File: src/rtl/tube_display_arbiter.sv
// tube_display_arbiter
// Round-robin arbiter that time-shares the 8-digit hex tube among four
// requesters. The granted word is latched onto show_data and held there for
// HOLD_CYCLES clocks so it stays readable before the next grant can occur.

module tube_display_arbiter #(
   parameter int unsigned HOLD_CYCLES = 50_000_000,
   parameter logic [31:0] RESET_VALUE = 32'h0000_0000
) (
   input  logic        clk,
   input  logic        rst,
   input  logic [3:0]  req,
   input  logic [31:0] data0,
   input  logic [31:0] data1,
   input  logic [31:0] data2,
   input  logic [31:0] data3,
   output logic [3:0]  ack,
   output logic [31:0] show_data,
   output logic [1:0]  show_src,
   output logic        busy
);

   localparam int unsigned   TW         = $clog2(HOLD_CYCLES) + 1;
   localparam logic [TW-1:0] TIMER_LOAD = TW'(HOLD_CYCLES - 1);

   localparam logic [0:0] ST_IDLE = 1'b0;
   localparam logic [0:0] ST_HOLD = 1'b1;

   logic [0:0]    r_state;
   logic [TW-1:0] r_timer;
   logic [1:0]    r_last;
   logic [3:0]    r_ack;
   logic [31:0]   r_show_data;
   logic [1:0]    r_show_src;
   logic          r_busy;

   logic          w_found;
   logic [1:0]    w_win;
   logic [1:0]    w_idx;
   logic [31:0]   w_data;

   // Round-robin search: scan last+1, last+2, last+3, last (mod 4); first hit wins
   always_comb begin
      w_found = 1'b0;
      w_win   = '0;
      w_idx   = '0;
      for (int unsigned k = 1; k <= 4; k++) begin
         w_idx = r_last + k[1:0];
         if (!w_found && req[w_idx]) begin
            w_found = 1'b1;
            w_win   = w_idx;
         end
      end
   end

   // Select the word of the current winner
   always_comb begin
      w_data = data0;
      case (w_win)
         2'd0:    w_data = data0;
         2'd1:    w_data = data1;
         2'd2:    w_data = data2;
         default: w_data = data3;
      endcase
   end

   // Grant/dwell state machine; every output is a register
   always_ff @(posedge clk or posedge rst) begin
      if (rst) begin
         r_state     <= ST_IDLE;
         r_timer     <= '0;
         r_last      <= 2'd3;
         r_ack       <= '0;
         r_show_data <= RESET_VALUE;
         r_show_src  <= '0;
         r_busy      <= 1'b0;
      end else begin
         r_ack <= '0;
         case (r_state)
            ST_IDLE: begin
               if (w_found) begin
                  r_show_data <= w_data;
                  r_show_src  <= w_win;
                  r_ack       <= 4'b0001 << w_win;
                  r_last      <= w_win;
                  r_timer     <= TIMER_LOAD;
                  r_busy      <= 1'b1;
                  r_state     <= ST_HOLD;
               end
            end
            default: begin
               // timer is loaded with HOLD_CYCLES-1 so HOLD spans exactly HOLD_CYCLES clocks
               if (r_timer != '0) begin
                  r_timer <= r_timer - 1'b1;
               end else begin
                  r_busy  <= 1'b0;
                  r_state <= ST_IDLE;
               end
            end
         endcase
      end
   end

   assign ack       = r_ack;
   assign show_data = r_show_data;
   assign show_src  = r_show_src;
   assign busy      = r_busy;

endmodule
File: config.mk
export PLATFORM = sky130hd
export DESIGN_NAME = tube_display_arbiter
export DESIGN_NICKNAME = d
export VERILOG_FILES = /design/src/rtl/tube_display_arbiter.sv
export SDC_FILE = /design/constraint.sdc
export NUM_CORES = 1
export LEC_CHECK = 0
export CAP_MARGIN = 40
export CORE_MARGIN = 2
export CORE_UTILIZATION = 38
export DETAILED_ROUTE_END_ITERATION = 8
export HOLD_SLACK_MARGIN = 0.1
export PLACE_DENSITY = 0.77
export SLEW_MARGIN = 40
export SYNTH_ARGS = -nofsm -noshare
export SYNTH_HDL_FRONTEND = slang
export SYNTH_SLANG_ARGS = --single-unit
File: constraint.sdc
create_clock -name clk -period 2.36 [get_ports clk]
set_input_delay 0.472 -clock clk [delete_from_list [all_inputs] [get_ports clk]]
set_output_delay 0.472 -clock clk [all_outputs]
set_load 0.02 [all_outputs]
==> impl_results.md <==
* Pleak at 0.00291 µW
* Run status: complete, but fails checks
* Remaining Overflow, GRT at 0
* First-pass DRT Iterations at 5
* NetSw at 1050 µW
* Worst R2R Setup Slack at -90 ps
* Worst R2R Path Depth at 7
* Clock share of power at 0.315
* Starting density of the core at 0.393
* Via count of the first global-routing pass at 4125
* Destination of the worst register-to-register timing path: r_timer[15]
* Number of fill cells in the layout at 781
* Clock Tree Buf Depth at 2
* Cell-by-cell listing of the critical path: or4_4 -> or4_4 -> buf_4 -> a2111oi_4 -> buf_6 -> and3_4 -> o21ai_0
* Post-DR wirelength/cell at 17.5 µm
* Kind of cell adding the most delay to the critical path: simple AND/OR/NAND/NOR gates
* Number of warnings reported in the yosys synthesis log at 0
* Vias per std cell at 5.49
* Launch instance of the worst register-to-register path: r_timer[7]
* Actual transition at the worst max-transition pin at 568 ps
* Maximum number of pins on one net before global-route repair at 34
* Max-cap violation count at 0
* Type of the worst setup path: flip-flop to flip-flop
* Synth Cell Area at 3840 µm²
* Instance area at placement at 6070 µm²
* Final Max Tran Viols at 0
* Count of final setup violators at 13
* Sequential cell fraction of total power at 0.376
* Die Y-Extent at 105 µm
* Syn-to-layout area delta at 67.8%
* Net Sw Frac at 0.283
* Sequential cell area at 1730 µm²
* Antenna Diode Count at 0
* Area of the multi-input gates at 2040 µm²
* TritonCTS clock tree: done
* Setup repair after global routing missed its margin: true
* Number of nets in the finished design at 723
* CTS Sinks at 69
* Power per standard cell area at 577 nW/µm²
* Layout cells sized above 1 at 0.147
* Critical Path RT at 2590 ps
* Final clock skew at 11.6 ps
* Synth Register Bits at 69
* Synthesized instance count at 382
* Routed wire length at 12700 µm
* Remaining design rule violation count at 0
* Largest fanout on the critical path at 7
* Clock H-tree levels at 3
* Drt initial violations at 194
* Design Area, Final at 6450 µm²
* Total of buffers placed on input and output ports at 172
* Num rows at 36
* Share of the cycle needed by the critical path after routing at 1.04
* Top-Level Pins at 173
* Remaining antenna violation count after routing at 0
* Antenna violations before repair at 0
* Post-synthesis cell type count at 45
* Overall global routing resource usage at 0.229
* Most used flip-flop cell after synthesis: sky130_fd_sc_hd__dfrtp_1
* Maximum clock frequency at 407 MHz
* Seq/Total Area, Yosys at 0.450
* Buffers & Inverters on Critical Path at 2
* Worst IR Drop VDD at 0.295 mV
* First-pass GRT wire length at 20100 µm
* Internal Pwr Total at 2670 µW
* Clock transition at the registers of the reported paths at 80 ps
* Weighted congestion at the end of routability-driven global placement at 0.842
* Die area at 10900 µm²
* Count of flip-flops with a built-in enable after synthesis at 0
* Number of buffers created by CTS at 9
* Post-route setup slack at -94.8 ps
* Core footprint at 9770 µm²
* Longest individual stage delay on the worst path at 530 ps
* Clock Latency Late Sink at 350 ps
* Number of nets in the synthesized netlist at 517
* Worst setup SP type: flip-flop
* Crit path capture type: flip-flop
* Slowest cell on crit path: sky130_fd_sc_hd__or4_4
* Crit path DAT at 2690 ps
* Chip width at 105 µm
* Mean Syn Cell Area at 10.1 µm²
* Overall via count from detail_route at 3987
* Master cell of the clock root buffer: sky130_fd_sc_hd__clkbuf_8
* Cell mode on critical path: sky130_fd_sc_hd__or4_4
* Final hold viol count at 0
* Final core occ at 0.659
* Final period demand of the worst path at 2450 ps
* Total negative slack at -794 ps
* Class of the tightest hold or removal check: input pin to async pin
* HPWL after detailed placement at 9570 µm
* Portion of total power attributed to combinational logic at 0.310
* Worst-case headroom to the max-slew limit at 0.621
* Number of stages on the worst setup path at 7
* Cts hold-fix bufs at 0
* Failing checks: setup timing
* Post-synth ARST share at 1.00
## state kept, by name (all words and copies together) (netlist names)
signal / flops
r_timer: 27
r_last: 2
ack: 4
r_state: 1
busy: 1
show_data: 32
show_src: 2
## worst reg2reg max path, delay by kind of cell, from the launching register on
kind	cells	cell delay, ps
and+or+nand+nor	3	1170
AOI/OAI and AO/OA	2	430
buffers and inverters	2	350
DFF	1	390
## per-layer routing
layer	global-route usage	up-vias	wire, µm
met5	0	-	0
met4	0.0763	0	245
met3	0.0555	23	916
met2	0.408	179	6690
met1	0.269	1927	4840
li1	-	1858	-
## kinds of logic (layout without fill, tap and decap cells)
logic type / after synthesis / in the layout / synth area share
buffers and inverters: 34 / 245 / 0.0388
AOI/OAI and AO/OA: 81 / 81 / 0.156
and+or+nand+nor: 125 / 125 / 0.165
muxes: 71 / 71 / 0.185
DFF: 69 / 69 / 0.450
adders and majority gates: 1 / 1 / 0.00326
xor gates and xnor gates: 1 / 1 / 0.00228
## Yosys cell counts, drive strengths merged (2+ instances only)
cell type / n / area share
a31oi: 4 / 0.0065
nor4: 6 / 0.011
nand2: 51 / 0.050
a21oi: 15 / 0.020
nand2b: 4 / 0.0065
nor2: 18 / 0.018
a211oi: 4 / 0.0078
or4: 11 / 0.024
clkbuf: 23 / 0.023
dfrtp: 67 / 0.44
o21ai: 14 / 0.018
buf: 4 / 0.0085
inv: 7 / 0.0068
o31ai: 2 / 0.0039
o221ai: 32 / 0.073
mux2i: 71 / 0.19
or3: 3 / 0.0052
and3: 10 / 0.016
nor3: 11 / 0.014
dfstp: 2 / 0.014
nand3: 5 / 0.0065
## power by group through the flow
stage	Sequential [µW]	Combinational [µW]	Clock [µW]
2_1_floorplan	1510	417	0
3_3_place_gp	1410	1100	0
3_5_place_dp	1420	1140	0
4_1_cts	1400	1150	1180
5_1_grt	1410	1230	1240
6_report	1400	1150	1170
## placed cells by master, fill, tap and decap left out, types with 2 or more instances in the layout
cell,netlist,layout
sky130_fd_sc_hd__nor2_1,18,18
sky130_fd_sc_hd__o221ai_1,32,32
sky130_fd_sc_hd__buf_6,2,2
sky130_fd_sc_hd__and3_1,10,9
sky130_fd_sc_hd__a21oi_1,15,15
sky130_fd_sc_hd__nand2b_1,4,4
sky130_fd_sc_hd__or4_1,8,8
sky130_fd_sc_hd__nor3_1,11,10
sky130_fd_sc_hd__a31oi_1,4,4
sky130_fd_sc_hd__buf_12,0,11
sky130_fd_sc_hd__nand2_1,51,50
sky130_fd_sc_hd__o21ai_0,14,13
sky130_fd_sc_hd__nor4_1,5,5
sky130_fd_sc_hd__or4_4,2,2
sky130_fd_sc_hd__dfrtp_1,67,67
sky130_fd_sc_hd__inv_1,7,6
sky130_fd_sc_hd__nand3_1,5,4
sky130_fd_sc_hd__buf_4,0,37
sky130_fd_sc_hd__bufinv_16,0,3
sky130_fd_sc_hd__clkdlybuf4s50_1,0,172
sky130_fd_sc_hd__dfstp_2,2,2
sky130_fd_sc_hd__clkbuf_8,0,9
sky130_fd_sc_hd__a211oi_2,0,3
sky130_fd_sc_hd__mux2i_1,71,71
## through the flow
step / total power (µW) / worst slack [ps] / cells / hold slack [ps]
after floorplan: 1930 / -140 / 382 / 446
after global placement: 2510 / -117 / 702 / 464
after detailed placement: 2560 / -198 / 702 / 473
after CTS: 3720 / -62.0 / 722 / 492
after global routing: 3890 / -210 / 726 / 521
final: 3720 / -94.8 / 726 / 491
## worst max-delay path by stage
stage	start	to	slack (ps)
after global placement	req[1]	show_data[0]	-120
final	r_timer[7]	r_timer[15]	-90
after detailed placement	req[1]	r_timer[17]	-200
after CTS	r_timer[9]	r_timer[26]	-60
after global routing	r_timer[9]	r_timer[20]	-210
after floorplan	r_timer[7]	r_timer[26]	-140
## final cells by class
class	count	share of cell area
Inverter	7	0.00408
Clock inverter	6	0.0173
Multi-Input combinational cell	279	0.317
Timing Repair Buffer	222	0.348
Clock buffer	10	0.0198
Sequential cell	69	0.268
Tap cell	133	0.0258
## what timing repair did
action / in CTS / in global routing
setup endpoints to repair: 15 / 27
gates cloned: 0 / 1
gates resized for setup: 3 / 12
pin swaps: 2 / 5
buffers inserted: 4 / 3
No activity file was read; power rests on OpenSTA's default activity.
